### config.mk
export PLATFORM = sky130hd
export DESIGN_NAME = async_fifo_read_controller
export DESIGN_NICKNAME = d
export VERILOG_FILES = /design/src/rtl/async_fifo_pkg.sv /design/src/rtl/fifo_output_buffer.sv /design/src/rtl/async_fifo_read_controller.sv
export SDC_FILE = /design/constraint.sdc
export NUM_CORES = 1
export LEC_CHECK = 0
export ABC_CLOCK_PERIOD_IN_PS = 2700
export CAP_MARGIN = 20
export CELL_PAD_IN_SITES_DETAIL_PLACEMENT = 1
export CELL_PAD_IN_SITES_GLOBAL_PLACEMENT = 1
export CORE_MARGIN = 2
export CORE_UTILIZATION = 32
export CTS_CLUSTER_SIZE = 10
export DETAILED_ROUTE_END_ITERATION = 6
export PLACE_DENSITY_LB_ADDON = 0.2
export SYNTH_ARGS = -nofsm -noshare
export SYNTH_HDL_FRONTEND = slang
export SYNTH_SLANG_ARGS = --single-unit
### constraint.sdc
create_clock -name read_clock -period 2.7 [get_ports read_clock]
set_input_delay 0.54 -clock read_clock [delete_from_list [all_inputs] [get_ports read_clock]]
set_output_delay 0.54 -clock read_clock [all_outputs]
set_load 0.02 [all_outputs]
### src/rtl/async_fifo_pkg.sv
// rtl/async_fifo_pkg.sv - shared pointer-width derivation and level arithmetic for both FIFO controllers
package async_fifo_pkg;

   function automatic int pointer_width(input int address_width);
      return address_width + 1;
   endfunction

   // Modular pointer difference truncated to the pointer width.
   function automatic logic [31:0] fifo_level(input logic [31:0] wp, input logic [31:0] rp,
                                              input int ptr_w);
      logic [31:0] mask;
      mask = (32'd1 << ptr_w) - 32'd1;
      return (wp - rp) & mask;
   endfunction

endpackage

### src/rtl/fifo_output_buffer.sv
// rtl/fifo_output_buffer.sv - two-entry skid buffer between memory return and the output stream
module fifo_output_buffer #(
   parameter int DATA_WIDTH = 8
) (
   input  logic                  clk,
   input  logic                  rst_n,
   input  logic [DATA_WIDTH-1:0] s_tdata,
   input  logic                  s_tvalid,
   output logic [DATA_WIDTH-1:0] m_tdata,
   output logic                  m_tvalid,
   input  logic                  m_tready,
   output logic [1:0]            buffer_count
);

   logic [DATA_WIDTH-1:0] head_q, head_d;
   logic [DATA_WIDTH-1:0] tail_q, tail_d;
   logic [1:0]            count_q, count_d;
   logic                  pop;

   assign pop          = (count_q != 2'd0) && m_tready;
   assign m_tdata      = head_q;
   assign m_tvalid     = (count_q != 2'd0);
   assign buffer_count = count_q;

   // The upstream issue rule keeps a push away from a full buffer that is not popping.
   always_comb begin
      head_d  = head_q;
      tail_d  = tail_q;
      count_d = count_q;
      case ({pop, s_tvalid})
         2'b01: begin
            if (count_q == 2'd0) begin
               head_d  = s_tdata;
               count_d = 2'd1;
            end else if (count_q == 2'd1) begin
               tail_d  = s_tdata;
               count_d = 2'd2;
            end
         end
         2'b10: begin
            if (count_q == 2'd2) head_d = tail_q;
            count_d = count_q - 2'd1;
         end
         2'b11: begin
            if (count_q == 2'd1) begin
               head_d = s_tdata;
            end else begin
               head_d = tail_q;
               tail_d = s_tdata;
            end
         end
         default: ;
      endcase
   end

   always_ff @(posedge clk or negedge rst_n) begin
      if (!rst_n) begin
         head_q  <= '0;
         tail_q  <= '0;
         count_q <= 2'd0;
      end else begin
         head_q  <= head_d;
         tail_q  <= tail_d;
         count_q <= count_d;
      end
   end

endmodule

### src/rtl/async_fifo_read_controller.sv
// rtl/async_fifo_read_controller.sv - read-clock-domain side of the dual-clock FIFO
module async_fifo_read_controller
   import async_fifo_pkg::*;
#(
   parameter int ADDRESS_WIDTH = 4,
   parameter int DATA_WIDTH    = 8
) (
   input  logic                     read_clock,
   input  logic                     read_reset_n,
   input  logic [ADDRESS_WIDTH:0]   write_pointer,
   output logic [ADDRESS_WIDTH:0]   read_pointer,
   output logic                     memory_read_enable,
   output logic [ADDRESS_WIDTH-1:0] memory_read_address,
   input  logic [DATA_WIDTH-1:0]    memory_read_data,
   output logic [DATA_WIDTH-1:0]    data,
   output logic                     data_valid,
   input  logic                     data_ready,
   output logic                     memory_empty,
   output logic [ADDRESS_WIDTH:0]   fill_level,
   output logic                     pointer_error
);

   localparam int PTR_W = pointer_width(ADDRESS_WIDTH);
   localparam logic [PTR_W-1:0] DEPTH = {1'b1, {ADDRESS_WIDTH{1'b0}}};

   logic [PTR_W-1:0] read_pointer_q, read_pointer_d;
   logic             in_flight_q, in_flight_d;
   logic             pointer_error_q, pointer_error_d;
   logic [1:0]       buffer_count;
   logic [2:0]       outstanding;
   logic             pop;
   logic             issue;

   assign memory_empty        = (write_pointer == read_pointer_q);
   assign fill_level          = PTR_W'(fifo_level(32'(write_pointer), 32'(read_pointer_q), PTR_W));
   assign pop                 = data_valid && data_ready;
   assign outstanding         = 3'(buffer_count) + 3'(in_flight_q) - 3'(pop);
   // Gating with the reset keeps the strobe quiet while reset is held with a live write pointer.
   assign issue               = read_reset_n && !memory_empty && !pointer_error_q && (outstanding < 3'd2);
   assign memory_read_enable  = issue;
   assign memory_read_address = read_pointer_q[ADDRESS_WIDTH-1:0];
   assign read_pointer        = read_pointer_q;
   assign pointer_error       = pointer_error_q;

   always_comb begin
      read_pointer_d  = read_pointer_q + PTR_W'(issue);
      in_flight_d     = issue;
      pointer_error_d = pointer_error_q || (fill_level > DEPTH);
   end

   always_ff @(posedge read_clock or negedge read_reset_n) begin
      if (!read_reset_n) begin
         read_pointer_q  <= '0;
         in_flight_q     <= 1'b0;
         pointer_error_q <= 1'b0;
      end else begin
         read_pointer_q  <= read_pointer_d;
         in_flight_q     <= in_flight_d;
         pointer_error_q <= pointer_error_d;
      end
   end

   fifo_output_buffer #(
      .DATA_WIDTH(DATA_WIDTH)
   ) u_output_buffer (
      .clk          (read_clock),
      .rst_n        (read_reset_n),
      .s_tdata      (memory_read_data),
      .s_tvalid     (in_flight_q),
      .m_tdata      (data),
      .m_tvalid     (data_valid),
      .m_tready     (data_ready),
      .buffer_count (buffer_count)
   );

endmodule

### Word level (Yosys, flattened, before mapping)

Cells that the tools add are included.

| cells by class | value |
|---|---|
| $add $sub $neg | 5 |
| muxes and demuxes | 10 |
| $lt $le $gt $ge | 2 |
| reductions and logical operators | 15 |
| eq/ne operators | 11 |

Operator list:

| operator | count |
|---|---|
| 8-bit 2-to-1 mux | 5 |
| 8-bit one-hot mux with 3 select lines | 1 |
| 8-bit one-hot mux with 2 select lines | 1 |
| 2-bit equality test (second input constant) | 3 |
| 3-bit AND reduction | 2 |
| 2-bit nonzero test | 3 |
| 5-bit by 1-bit adder with 5-bit output | 1 |
| 5-bit equality test | 1 |
| 5-bit greater-than comparator (second input constant) | 1 |
| 5-bit subtractor | 1 |
| 2-bit by 1-bit equality test with 1-bit output (second input constant) | 2 |
| 1-bit logical AND | 4 |
| 2-bit 2-to-1 mux | 2 |
| 2-bit by 1-bit != test with 1-bit output (second input constant) | 2 |
| 2-bit != test (second input constant) | 2 |
| 2-bit one-hot mux with 2 select lines | 1 |
| 2-bit by 1-bit adder with 3-bit output | 1 |
| 3-bit by 2-bit < comparator with 1-bit output (second input constant) | 1 |
| 3-bit by 1-bit != test with 1-bit output (second input constant) | 1 |
| 3-bit nonzero test | 1 |
| 3-bit by 1-bit subtractor with 3-bit output | 1 |
| 1-bit zero test | 2 |
| 2-bit zero test | 1 |
| 2-bit AND reduction | 1 |
| 2 further kinds | 2 |

| word-level totals | value |
|---|---|
| register bits after elaboration | 25 |
| input port bits | 16 |

### Depth between registers and ports, before layout

Gate-level depths: netlist of run 1.

| depth | value |
|---|---|
| depth after elaboration | 6 |
| gate-level depth with buffers | 13 |

### Hierarchy

A second synthesis of run 1 with hierarchy kept.

| unflattened totals | value |
|---|---|
| cell total of the unflattened synthesis | 141 |
| area, all modules | 1660.3 um^2 |

Modules (own cells, without submodules):

| module | cells an instance | instances | area an instance (um^2) |
|---|---|---|---|
| fifo_output_buffer | 92 | 1 | 1138.6 |
| async_fifo_read_controller | 49 | 1 | 521.8 |

### Worst setup path after synthesis of run 1

Ideal clock, no wire load.

| timing | value |
|---|---|
| path type | reg-to-reg |
| from | reg u_output_buffer.count_q[1], in the netlist u_output_buffer.buffer_count[1] |
| to | reg read_pointer_q[4], in the netlist read_pointer[4] |
| arrival | 3435 ps |
| setup slack | -865 ps |
| stages on the path, launching flop included | 14 |
| path buffers | 1 |
| data required time | 2570 ps |
| cells stage by stage | dfrtp_1 -> inv_1 -> ha_1 -> inv_1 -> buf_2 -> and3_1 -> o21ai_0 -> fa_1 -> xor2_1 -> nor4_1 -> ha_1 -> ha_1 -> nand3_1 -> xnor2_1 |

| between the ends | value |
|---|---|
| cells in the longest elaborated chain, start to end | 6 |
| elaborated cells on any way between the ends | 7 |
| those cells by class | add/sub: 3; order compare: 1; reduce/logical: 3 |

RTL lines:

| element | RTL line | source |
|---|---|---|
| from (decl) | fifo_output_buffer.sv:17 | `logic [1:0] count_q, count_d;` |
| from (signal assigned) | fifo_output_buffer.sv:64 | `count_q <= count_d;` |
| 2-bit nonzero test | fifo_output_buffer.sv:22 | `assign m_tvalid = (count_q != 2'd0);` |
| named net data_valid | async_fifo_read_controller.sv:16 | `output logic data_valid,` |
| 1-bit logical AND | async_fifo_read_controller.sv:36 | `assign pop = data_valid && data_ready;` |
| 3-bit by 1-bit subtractor with 3-bit output | async_fifo_read_controller.sv:37 | `assign outstanding = 3'(buffer_count) + 3'(in_flight_q) - 3'(pop);` |
| 3-bit by 2-bit < comparator with 1-bit output | async_fifo_read_controller.sv:39 | `assign issue = read_reset_n && !memory_empty && !pointer_error_q && (outstanding < 3'd2);` |
| 1-bit logical AND | async_fifo_read_controller.sv:39 |  |
| named net memory_read_enable | async_fifo_read_controller.sv:12 | `output logic memory_read_enable,` |
| 5-bit by 1-bit adder with 5-bit output | async_fifo_read_controller.sv:46 | `read_pointer_d = read_pointer_q + PTR_W'(issue);` |
| named net read_pointer_d[4] | async_fifo_read_controller.sv:26 | `logic [PTR_W-1:0] read_pointer_q, read_pointer_d;` |
| to (signal assigned) | async_fifo_read_controller.sv:57 | `read_pointer_q <= read_pointer_d;` |
| to (decl) | async_fifo_read_controller.sv:26 |  |

The timed path passes the listed nets, and every way through them passes these cells.
A chain may end at the register's enable or synchronous reset.

### Worst setup path in the final report of run 1

| timing | value |
|---|---|
| from | reg u_output_buffer.count_q[1], in the netlist u_output_buffer.buffer_count[1] |
| to | out memory_read_enable |

| between the ends | value |
|---|---|
| cells in the longest elaborated chain, start to end | 5 |
| elaborated cells on any way between the ends | 6 |
| those cells by class | add/sub: 2; order compare: 1; reduce/logical: 3 |

RTL lines:

| element | RTL line |
|---|---|
| branches (longest 2 deep; another with 2-bit by 1-bit adder with 3-bit output) | -- |
| 3-bit by 1-bit subtractor with 3-bit output * | async_fifo_read_controller.sv:37 |
| 3-bit by 2-bit < comparator with 1-bit output * | async_fifo_read_controller.sv:39 |
| 1-bit logical AND * | async_fifo_read_controller.sv:39 |
| to (decl) | async_fifo_read_controller.sv:12 |

Every way passes the cells marked *.

==> impl_results.md, run 1 <==
- Hold Crit Endpoint: u_output_buffer.m_tdata[1]
- Mean Syn Cell Area: 10.1 um2
- Clock Tree Buf Depth: 2
- GRT Total Usage: 16.5%
- Die W: 72.3 um
- Fin. max-slew vios: 0
- Critical path required time: between 2000 and 2500 ps
- Final core utilization: 51.0%
- Final period utilization: 102%
- Synth area leaders: dfrtp_1 42%, ha_1 7.6%, mux2_2 6.0%
- Wirelength per Cell: 15.8 um
- Mapped Cells: 148
- Hold path cells: 2
- Worst rel slew slack: 58.2%
- Post-route setup slack: -64.3 ps
- Die area: 5220 um2
- First-pass GRT wire length: 6.78 mm
- Leakage: 1.03 nW
- Failing checks: setup timing
- GRT met1 Usage: 21.6%
- Worst-skew pair later-pin latency: 270 ps
- CTS tree: yes
- Worst hold margin: just under 500 ps
- Die height: 72.3 um
- Post-synth EDFFs: 0
- Vias/cell: 4.98
- Number of hold violations in the final report: 0
- RSZ-0062 raised after global routing: yes
- Least-Margin Pin Slew: 627 ps
- Pwr Density: 775 nW/um2
- Clock sink total: 25
- Post-synth top area share: 41.9%
- Worst VDD drop: 0.354 mV
- Layout cells sized above 1: 33.7%
- Leading area contributor after synthesis: dfrtp_1
- Num rows: 24
- Setup-failing EPs final: 1
- CP endpoint kind: primary output
- Count leader, synth: dfrtp_1
- Synth cell types: 33
- Number of port buffers: 41
- Commonest cells post-synth: 25 x dfrtp_1, 14 x inv_1, 11 x o21ai_0
- Final wirelength: 4.10 mm
- Crit Path Class: flip-flop to primary output
- Clock skew: approximately 3.7 ps
- Hold Buf Count CTS: 0
- RR Endpoint: read_pointer[4]
- Reg2reg path depth: 13
- Core footprint: 4410 um2
- Register bit total from synthesis: 25
- Syn_nets: 175
- Worst hold path class: flip-flop to flip-flop
- Fin Setup TNS: -64.3 ps
- Clk pin slew, worst setup/hold paths: 90 ps
- Dpl hpwl: 3.04 mm
- Pin count of the biggest net entering global routing: 26
- Pre-antenna DRT Iters: 2
- Synthesis Warnings: 0
- Met3 GRT Util: a little under 2%
- HP Start: u_output_buffer.m_tdata[1]
- Area delta synth->final: 51.0%
- DR vias: 1294
- Io pins: 42
- Placer Congestion: roughly 0.78
- Initial antenna violation count: 0
- Vias in the first global route: 1402
- Root buffer cell: clkbuf_8
- Starting DRT DRC Count: 65
- GRT met2 Usage: between 20 and 30%
- Max-cap violations: 0
- Startpoint Class: flip-flop
- Htree depth: 1
- CP Max Fanout: 3
- Gr busiest metal: met2
- Register area share after synthesis: 41.9%
- Fmax: 362 MHz
- Internal reg-to-reg setup slack: around 110 ps
- Ant. Diodes: 0
- Critical Path AT: 2220 ps
- GR Overflow Total: 0
- Initial Util: 33.8%
- Outcome: finished with violations
- Ys flop type: dfrtp_1
- Reg2reg start: u_output_buffer.buffer_count[1]
- Antenna Violating Nets Remaining: 0
- DRC Markers: 0
- Final min period: about 2800 ps
- Mapped Area: roughly 1500 um2
- CTS Buf Count: 3
- Ys async rst share: 100%
- Nets@finish: 236
## cells by family after synthesis
logic type / count (synthesis) / synth area share, %
flops: 25 / 41.9
xor+xnor: 10 / 5.87
compound gates: 35 / 15.9
simple gates: 35 / 12.2
buf+inv: 24 / 7.80
mux: 8 / 6.04
fa+ha+maj: 11 / 10.2
## worst max-delay path by stage
| stage | startpoint | end | cells after the start |
|---|---|---|---|
| 3_5_place_dp | data_ready | memory_read_enable | 7 |
| 4_1_cts | u_output_buffer.buffer_count[1] | memory_read_enable | 9 |
| 6_report | u_output_buffer.buffer_count[1] | memory_read_enable | 9 |
| 3_3_place_gp | data_ready | memory_read_enable | 7 |
| 5_1_grt | u_output_buffer.buffer_count[0] | memory_read_enable | 9 |
| 2_1_floorplan | u_output_buffer.buffer_count[1] | read_pointer[4] | 13 |
## flip-flops by register name, summed over array words and instances, names as in the netlist
signal	flops
u_output_buffer.m_tdata	8
in_flight_q	1
read_pointer	5
u_output_buffer.tail_q	8
u_output_buffer.buffer_count	2
pointer_error	1
## cell usage in the layout (no fill, tap or decap), drive strengths merged, types with 2 or more instances in the layout
| cell | synthesis | layout |
|---|---|---|
| ha | 9 | 9 |
| nand3 | 2 | 2 |
| nor2 | 7 | 7 |
| nand2 | 6 | 6 |
| a31o | 4 | 4 |
| nor2b | 2 | 2 |
| dlygate4sd2 | 0 | 2 |
| a22oi | 4 | 4 |
| mux2 | 8 | 8 |
| nand2b | 2 | 2 |
| clkdlybuf4s50 | 0 | 33 |
| o22ai | 2 | 2 |
| a22o | 4 | 4 |
| xor2 | 4 | 4 |
| a21oi | 8 | 8 |
| dfrtp | 25 | 25 |
| inv | 14 | 14 |
| nor3 | 5 | 5 |
| xnor2 | 6 | 6 |
| clkbuf | 2 | 4 |
| buf | 8 | 29 |
| fa | 2 | 2 |
| and3 | 6 | 6 |
| o21ai | 11 | 11 |
## worst max-delay path, stage by stage, from the launching register on
cell and delay, ps:
dfrtp_1 400, inv_2 90, ha_4 160, inv_4 40, and3_4 180, buf_6 110, fa_2 520, nand2_2 70
nor4_4 200, buf_4 200
## layer usage
layer  vias up  part of all wire, %
met5         -                    0
li1        632                    -
met2        12                   53
met3         2                  2.4
met4         0                 0.59
met1       648                   44
## through the flow
step | setup WS, ps | instance area (um2) | cells | power (mW)
finish | -64.3 | 2250 | 260 | 1.74
global route | -146 | 2250 | 260 | 1.88
CTS | -72.5 | 2200 | 258 | 1.72
detailed placement | -733 | 2120 | 252 | 1.49
global placement | -693 | 2120 | 252 | 1.45
floorplan | -156 | 1560 | 148 | 1.08
## report_power, final
group | total [mW] | leakage, nW | switching [mW] | internal (mW)
Sequential | 0.519 | 0.324 | 0.0531 | 0.466
Clock | 0.227 | 0.0217 | 0.122 | 0.104
Combinational | 0.999 | 0.683 | 0.513 | 0.486
Total | 1.74 | 1.03 | 0.688 | 1.06
## cell type report
type                            instances  area [um2]
Fill cell                             487        2160
Multi-Input combinational cell         99         873
Sequential cell                        25         626
Timing Repair Buffer                   66         584
Tap cell                               52        65.1
Inverter                               14        55.1
Clock buffer                            3        41.3
Clock inverter                          1        7.51
## repair_timing
action	4_1_cts	5_1_grt
resized for setup	31	11
pin swaps	4	4
endpoints found under the hold margin	0	0
endpoints found under the setup margin	7	7
buffers inserted	2	2
(Power assumes the default switching activity.)
==> inputs of run 2 (changes only) <==
--- a/config.mk
+++ b/config.mk
@@ -13,6 +13,7 @@
 export CORE_UTILIZATION = 32
 export CTS_CLUSTER_SIZE = 10
 export DETAILED_ROUTE_END_ITERATION = 6
+export GPL_ROUTABILITY_DRIVEN = 1
 export PLACE_DENSITY_LB_ADDON = 0.2
 export SYNTH_ARGS = -nofsm -noshare
 export SYNTH_HDL_FRONTEND = slang
==> results of run 2 <==
Final layout, timing and power as in run 1 (identical DEF).
